File: src/rtl/cp0_ctrl_pkg.sv
// Shared CP0 constants: register addresses, ExcCode values, Status/Cause bit fields.
// Imported by cp0_ctrl and cp0_timer (timer present only when CP0_TIMER_EN is defined).
package cp0_ctrl_pkg;

    localparam logic       MEM_READ  = 1'b0;
    localparam logic       MEM_WRITE = 1'b1;

    localparam logic [4:0] CP0_REG_BADVADDR = 5'd8;
    localparam logic [4:0] CP0_REG_COUNT    = 5'd9;
    localparam logic [4:0] CP0_REG_COMPARE  = 5'd11;
    localparam logic [4:0] CP0_REG_STATUS   = 5'd12;
    localparam logic [4:0] CP0_REG_CAUSE    = 5'd13;
    localparam logic [4:0] CP0_REG_EPC      = 5'd14;

    localparam logic [4:0] EXC_INT  = 5'd0;
    localparam logic [4:0] EXC_ADEL = 5'd4;
    localparam logic [4:0] EXC_ADES = 5'd5;

    localparam int STATUS_IE  = 0;
    localparam int STATUS_EXL = 1;
    localparam int CAUSE_BD   = 31;

    // BadVAddr only carries meaning for address-error exceptions
    function automatic logic is_addr_exc(input logic [4:0] code);
        return (code == EXC_ADEL) || (code == EXC_ADES);
    endfunction

endpackage

File: src/rtl/cp0_timer.sv
// Count/Compare timer with IP7 latch; whole module exists only when CP0_TIMER_EN is defined.
// Count free-runs and wraps; a software write to Count replaces that cycle's increment.
`ifdef CP0_TIMER_EN
module cp0_timer
    import cp0_ctrl_pkg::*;
(
    input  logic        i_clk,
    input  logic        i_rst,
    input  logic        i_wr_count,
    input  logic        i_wr_compare,
    input  logic [31:0] i_wr_data,
    output logic [31:0] o_count,
    output logic [31:0] o_compare,
    output logic        o_ip7
);

    logic [31:0] r_count;
    logic [31:0] r_compare;
    logic        r_ip7;
    logic [31:0] w_count_inc;

    assign w_count_inc = r_count + 32'd1;

    always_ff @(posedge i_clk) begin
        if (i_rst) begin
            r_count   <= '0;
            r_compare <= '0;
            r_ip7     <= 1'b0;
        end else begin
            r_count <= i_wr_count ? i_wr_data : w_count_inc;
            if (i_wr_compare)
                r_compare <= i_wr_data;
            // a Compare write acknowledges the timer and beats a match in the same cycle
            if (i_wr_compare)
                r_ip7 <= 1'b0;
            else if (!i_wr_count && (w_count_inc == r_compare))
                r_ip7 <= 1'b1;
        end
    end

    assign o_count   = r_count;
    assign o_compare = r_compare;
    assign o_ip7     = r_ip7;

endmodule
`endif

File: src/rtl/cp0_ctrl.sv
// CP0 register file, exception/ERET sequencer and interrupt merge for the 5-stage core.
// Optional Count/Compare timer enabled by defining CP0_TIMER_EN; otherwise they read 0.
module cp0_ctrl
    import cp0_ctrl_pkg::*;
#(
    parameter int          DATA_WIDTH     = 32,
    parameter int          REG_ADDR_WIDTH = 5,
    parameter logic [31:0] EXC_VECTOR     = 32'h0000_0380
) (
    input  logic                      clk,
    input  logic                      rst,
    input  logic                      cp0_reg_rw,
    input  logic [REG_ADDR_WIDTH-1:0] cp0_reg_write_addr,
    input  logic [DATA_WIDTH-1:0]     cp0_reg_write,
    input  logic [REG_ADDR_WIDTH-1:0] cp0_reg_read_addr,
    output logic [DATA_WIDTH-1:0]     cp0_reg_read,
    input  logic                      exc_valid,
    input  logic [4:0]                exc_code,
    input  logic [DATA_WIDTH-1:0]     exc_pc,
    input  logic                      exc_in_delay_slot,
    input  logic [DATA_WIDTH-1:0]     exc_badvaddr,
    input  logic                      eret,
    input  logic [5:0]                int_hw,
    output logic                      int_req,
    output logic                      flush,
    output logic [DATA_WIDTH-1:0]     redirect_pc,
    output logic                      timer_int
);

    logic [31:0] r_badvaddr;
    logic [31:0] r_epc;
    logic [7:0]  r_im;
    logic        r_exl;
    logic        r_ie;
    logic        r_bd;
    logic [4:0]  r_exccode;
    logic [5:0]  r_ip_hw;
    logic [1:0]  r_ip_sw;
    logic        r_int_req;
    logic        r_flush;
    logic [31:0] r_redirect_pc;

    logic        w_mtc0;
    logic [31:0] w_status;
    logic [31:0] w_cause;
    logic [31:0] w_count;
    logic [31:0] w_compare;
    logic        w_ip7;

    // exceptions and ERET own CP0 in their cycle; a coincident MTC0 is dropped
    assign w_mtc0 = (cp0_reg_rw == MEM_WRITE) && !exc_valid && !eret;

`ifdef CP0_TIMER_EN
    logic w_wr_count;
    logic w_wr_compare;

    assign w_wr_count   = w_mtc0 && (cp0_reg_write_addr == CP0_REG_COUNT);
    assign w_wr_compare = w_mtc0 && (cp0_reg_write_addr == CP0_REG_COMPARE);

    cp0_timer u_cp0_timer (
        .i_clk        (clk),
        .i_rst        (rst),
        .i_wr_count   (w_wr_count),
        .i_wr_compare (w_wr_compare),
        .i_wr_data    (cp0_reg_write),
        .o_count      (w_count),
        .o_compare    (w_compare),
        .o_ip7        (w_ip7)
    );
`else
    assign w_count   = '0;
    assign w_compare = '0;
    assign w_ip7     = 1'b0;
`endif

    assign w_status = {16'b0, r_im, 6'b0, r_exl, r_ie};
    // the timer shares IP7 (bit 15) with the top hardware line
    assign w_cause  = {r_bd, 15'b0, r_ip_hw[5] | w_ip7, r_ip_hw[4:0], r_ip_sw,
                       1'b0, r_exccode, 2'b00};

    always_ff @(posedge clk) begin
        if (rst) begin
            r_badvaddr    <= '0;
            r_epc         <= '0;
            r_im          <= '0;
            r_exl         <= 1'b0;
            r_ie          <= 1'b0;
            r_bd          <= 1'b0;
            r_exccode     <= '0;
            r_ip_hw       <= '0;
            r_ip_sw       <= '0;
            r_int_req     <= 1'b0;
            r_flush       <= 1'b0;
            r_redirect_pc <= '0;
        end else begin
            r_ip_hw   <= int_hw;
            r_int_req <= r_ie & ~r_exl & (|(w_cause[15:8] & r_im));
            r_flush   <= exc_valid | eret;
            if (exc_valid) begin
                if (!r_exl) begin
                    r_epc <= exc_in_delay_slot ? (exc_pc - 32'd4) : exc_pc;
                    r_bd  <= exc_in_delay_slot;
                end
                r_exl         <= 1'b1;
                r_exccode     <= exc_code;
                r_redirect_pc <= EXC_VECTOR;
                if (is_addr_exc(exc_code))
                    r_badvaddr <= exc_badvaddr;
            end else if (eret) begin
                r_exl         <= 1'b0;
                r_redirect_pc <= r_epc;
            end else if (w_mtc0) begin
                case (cp0_reg_write_addr)
                    CP0_REG_BADVADDR: r_badvaddr <= cp0_reg_write;
                    CP0_REG_STATUS: begin
                        r_im  <= cp0_reg_write[15:8];
                        r_exl <= cp0_reg_write[STATUS_EXL];
                        r_ie  <= cp0_reg_write[STATUS_IE];
                    end
                    CP0_REG_CAUSE:    r_ip_sw <= cp0_reg_write[9:8];
                    CP0_REG_EPC:      r_epc   <= cp0_reg_write;
                    default: ;
                endcase
            end
        end
    end

    always_comb begin
        cp0_reg_read = '0;
        case (cp0_reg_read_addr)
            CP0_REG_BADVADDR: cp0_reg_read = r_badvaddr;
            CP0_REG_COUNT:    cp0_reg_read = w_count;
            CP0_REG_COMPARE:  cp0_reg_read = w_compare;
            CP0_REG_STATUS:   cp0_reg_read = w_status;
            CP0_REG_CAUSE:    cp0_reg_read = w_cause;
            CP0_REG_EPC:      cp0_reg_read = r_epc;
            default:          cp0_reg_read = '0;
        endcase
    end

    assign int_req     = r_int_req;
    assign flush       = r_flush;
    assign redirect_pc = r_redirect_pc;
    assign timer_int   = w_ip7;

endmodule
File: config.mk
export PLATFORM = sky130hd
export DESIGN_NAME = cp0_ctrl
export DESIGN_NICKNAME = d
export VERILOG_FILES = /design/src/rtl/cp0_ctrl_pkg.sv /design/src/rtl/cp0_timer.sv /design/src/rtl/cp0_ctrl.sv
export SDC_FILE = /design/constraint.sdc
export NUM_CORES = 1
export LEC_CHECK = 0
export ABC_AREA = 1
export BUFFER_PORTS_ARGS = -buffer_cell sky130_fd_sc_hd__buf_2
export CORE_ASPECT_RATIO = 1.4
export CORE_UTILIZATION = 47
export DETAILED_ROUTE_END_ITERATION = 10
export PLACE_DENSITY_LB_ADDON = 0.2
export SYNTH_ARGS = -nofsm -noshare
export SYNTH_HDL_FRONTEND = slang
export SYNTH_SLANG_ARGS = --single-unit
File: constraint.sdc
create_clock -name clk -period 2.3 [get_ports clk]
set_clock_uncertainty 0.05 [all_clocks]
set_input_delay 0.115 -clock clk [delete_from_list [all_inputs] [get_ports clk]]
set_output_delay 0.115 -clock clk [all_outputs]
set_load 0.02 [all_outputs]
==> summary.txt <==
Place
  – PortBufs: 188
  – HPWL Detailed: 15,660 um
  – Placer Congestion: 0.9348
  – Placed Area: 0.007393 mm^2
  – Place WS: 0.4952 ns

Yosys
  – Primary FF master, synth: dfxtp_1
  – Synth warn: 0
  – Post-synth design cell area: 0.006375 mm^2
  – #FFs+latches synth: 122
  – Post-synth EDFFs: 0
  – Net Count, Synth: 1,114
  – Post-Syn Area per Cell: 6.439 um^2
  – Synth Instances: 990
  – Ys async rst share: 0%
  – Yosys cell types: 38
  – Sequential area share after synthesis: 38.31%

Die
  – Die Ht: 139.8 um
  – Core Area: 0.01333 mm^2
  – Ports: 190
  – Row cnt: 50
  – Total die area: 0.01404 mm^2
  – Die width: 100.4 um
  – Starting Density: 47.84%

Clock network
  – Clk sinks: 122
  – Clock root buffer: clkbuf_16
  – Worst-path clk slew: 0.06 ns
  – Latest clock arrival within the worst-skew pair: 0.41 ns
  – Total setup buffers inserted after CTS: 0
  – CTS tree: built
  – Num CTS Buffers: 17
  – Longest Clk Path Bufs: 2
  – # resized after CTS: 0
  – H-tree Lvls: 4

Power
  – Gate power share: 13.7%
  – Leakage Power: 3.917 nW
  – Power per cell area: 672.9 mW/mm^2
  – Int Power: 0.004039 W
  – P_sw: 0.001575 W
  – Part of the power in the clock network: 46.0%
  – Total Power: 0.005614 W
  – Sw frac: 28.05%
  – Sequential Power Share: 40.3%
  – Largest vdd supply drop: 0.4584 mV

Worst hold path
  – Min-delay src: exc_badvaddr[27]
  – Worst Hold Endpoint: r_badvaddr[27]
  – Min-Delay Path Depth: 5
  – Worst Hold Class: input port to flip-flop

Global route
  – Met3 Usage GRT: 4.721%
  – Vias in the first global route: 6,718
  – Largest net degree at the start of global routing: 60
  – Grt total ovfl: 0
  – Met2 Use GR: 55.08%
  – Global-route wire length before repair: 32,940 um
  – Met1 GRT Util: 34.26%
  – Most used routing layer: met2
  – GR Util All Layers: 30.51%
  – Antenna violations before repair: 1

STA
  – Final period util: 73.92%
  – Setup TNS: 0 ns
  – Final hold vios: 0
  – Min Hold Slack: 0.002642 ns
  – Final min period: 1.700 ns
  – Fmax: 588.2 MHz
  – RSZ-0062 raised after global routing: false
  – Final Max Tran Viols: 0
  – Setup WS post-layout: 0.5998 ns
  – Actual transition at the worst max-transition pin: 0.6490 ns
  – Max transition margin: 56.67%
  – # setup viols final: 0

Detailed routing
  – Post-DR wirelength/cell: 15.37 um
  – Vias/cell: 5.231
  – WL final: 21,380 um
  – DR pass1 iterations: 6
  – Post-route DRC violation count: 0
  – DRC marker count from the first detailed-route iteration: 353
  – Detail Route Antenna Nets: 0
  – Via count: 7,276

Critical path
  – Crit-path slowest cell: dlygate4sd3_1
  – Worst Path Required: 2.60 ns
  – Worst Setup End Kind: flip-flop
  – Worst R2R End: r_epc[4]
  – Worst setup path category: input port to flip-flop
  – Buffer and inverter count on the worst path: 3
  – Crit path DAT: 2.00 ns
  – Cell family with most CP delay: simple AND/OR/NAND/NOR gates
  – CP peak stage delay: 0.53 ns
  – Most used cell along the critical path: nand2_1
  – Worst R2R Path Depth: 6
  – Reg2Reg Launch Point: r_exl
  – Reg2Reg Setup Slack: 0.63 ns
  – Worst path cell trace: dlygate4sd3_1, buf_2, nor2_1, nand2_1, inv_1, nand2_1, nor2_1, nand3_1, nand2_1, nand3_1, a21oi_1
  – Startpoint types: input port
  – Largest fanout on the critical path: 4

Finish
  – Final #Nets: 1,319
  – Syn-to-layout area delta: 30.87%
  – Layout cell share with drive strength beyond 1: 21.52%
  – Filler cells: 1,314
  – Final instance area: 0.008343 mm^2

Outcome
  – Status: finished clean

Job
  – MaxCap Viol Count: 0
-- layer usage --
metal,share of wire [%],vias up
met2,52,282
met4,3.2,0
met1,39,3315
met3,5.7,40
li1,-,3639
met5,0,-
-- sequential cells by signal, summed over array words and instances, names as in the netlist --
signal / flops
flush: 1
int_req: 1
r_badvaddr: 32
r_bd: 1
r_epc: 32
r_exccode: 5
r_exl: 1
r_ie: 1
r_im: 8
r_ip_hw: 6
r_ip_sw: 2
redirect_pc: 32
-- cells in the mapped netlist, types with 2 or more instances --
| master | instances | area, um^2 |
|---|---|---|
| o21bai_1 | 3 | 22.52 |
| buf_1 | 5 | 18.77 |
| clkbuf_1 | 26 | 97.59 |
| nand4_1 | 13 | 81.33 |
| nor2_1 | 151 | 566.8 |
| o21ai_1 | 10 | 50.05 |
| nand3_1 | 40 | 200.2 |
| a221oi_1 | 2 | 17.52 |
| nand2_1 | 190 | 713.2 |
| nor2_4 | 2 | 22.52 |
| o221ai_1 | 2 | 17.52 |
| nor2_2 | 7 | 43.79 |
| dfxtp_1 | 122 | 2442 |
| o2111ai_1 | 2 | 17.52 |
| nor3_1 | 3 | 15.01 |
| buf_2 | 11 | 55.05 |
| inv_1 | 109 | 409.1 |
| o22ai_1 | 7 | 43.79 |
| a21oi_1 | 103 | 515.5 |
| o21ai_0 | 136 | 680.7 |
| o211ai_1 | 6 | 45.04 |
| nand3_2 | 2 | 20.02 |
| inv_2 | 8 | 30.03 |
| buf_4 | 5 | 37.54 |
| a211oi_1 | 7 | 52.55 |
| nand2_2 | 2 | 12.51 |
| buf_6 | 5 | 56.30 |
-- worst min-delay path, stage by stage --
cell and delay [ns]:
buf_2 0.08, nand2_1 0.04, nand2_1 0.05, o21ai_0 0.07, nor2_1 0.08
-- kinds of logic (layout without fill, tap and decap cells) --
| group | Yosys count | in the layout | synth area share, % |
|---|---|---|---|
| flops | 122 | 122 | 38.31 |
| compound gates | 280 | 280 | 23.26 |
| xor+xnor | 2 | 2 | 0.2748 |
| simple gates | 413 | 413 | 26.59 |
| buf+inv | 170 | 388 | 11.13 |
| other cells | 1 | 2 | 0.05882 |
| mux | 1 | 1 | 0.1766 |
| fa+ha+maj | 1 | 1 | 0.1962 |
-- metrics by stage --
| step | instances | util (%) |
|---|---|---|
| floorplan | 990 | - |
| global placement | 1321 | 55.48 |
| detailed placement | 1321 | 55.48 |
| CTS | 1390 | 62.59 |
| global route | 1391 | 62.61 |
| finish | 1391 | 62.61 |
-- placed cells by master (no fill, tap or decap), drive strengths merged, types with 13 or more instances in the layout --
cell         instances
a21oi              103
buf                202
clkbuf              18
dfxtp              122
dlygate4sd3         37
inv                123
nand2              192
nand3               42
nand4               13
nor2               160
o21ai              146
-- cell type report --
cell class	instances	area [um^2]	share of cell area (%)
Multi-Input combinational cell	698	3226	38.66
Sequential cell	122	2442	29.27
Timing Repair Buffer	239	1429	17.13
Clock buffer	18	439.2	5.264
Inverter	117	439.2	5.264
Tap cell	182	227.7	2.729
Clock inverter	14	137.6	1.650
Antenna cell	1	2.502	0.02999
-- worst max path at each step --
stage / startpoint / end / slack [ns] / cells after the start
after floorplan: cp0_reg_read_addr[3] / cp0_reg_read[12] / 0.98 / 6
after global placement: eret / r_epc[0] / 0.54 / 9
after detailed placement: eret / r_epc[4] / 0.50 / 9
after CTS: exc_pc[7] / r_epc[31] / 0.63 / 11
after global routing: r_exl / r_epc[1] / 0.42 / 6
final: exc_pc[7] / r_epc[31] / 0.60 / 11
-- power by group through the flow --
stage               combinational, W  sequential, W  clock (W)
floorplan                   0.000393        0.00233          0
global placement            0.000707        0.00230          0
detailed placement          0.000708        0.00231          0
CTS                         0.000761        0.00226    0.00260
global route                0.000852        0.00227    0.00269
finish                      0.000767        0.00226    0.00258
-- timing repair --
item | CTS | global route
setup endpoints to repair | 0 | 0
hold endpoints to repair | 37 | 0
hold buffers | 37 | 0
(Power assumes the default switching activity.)
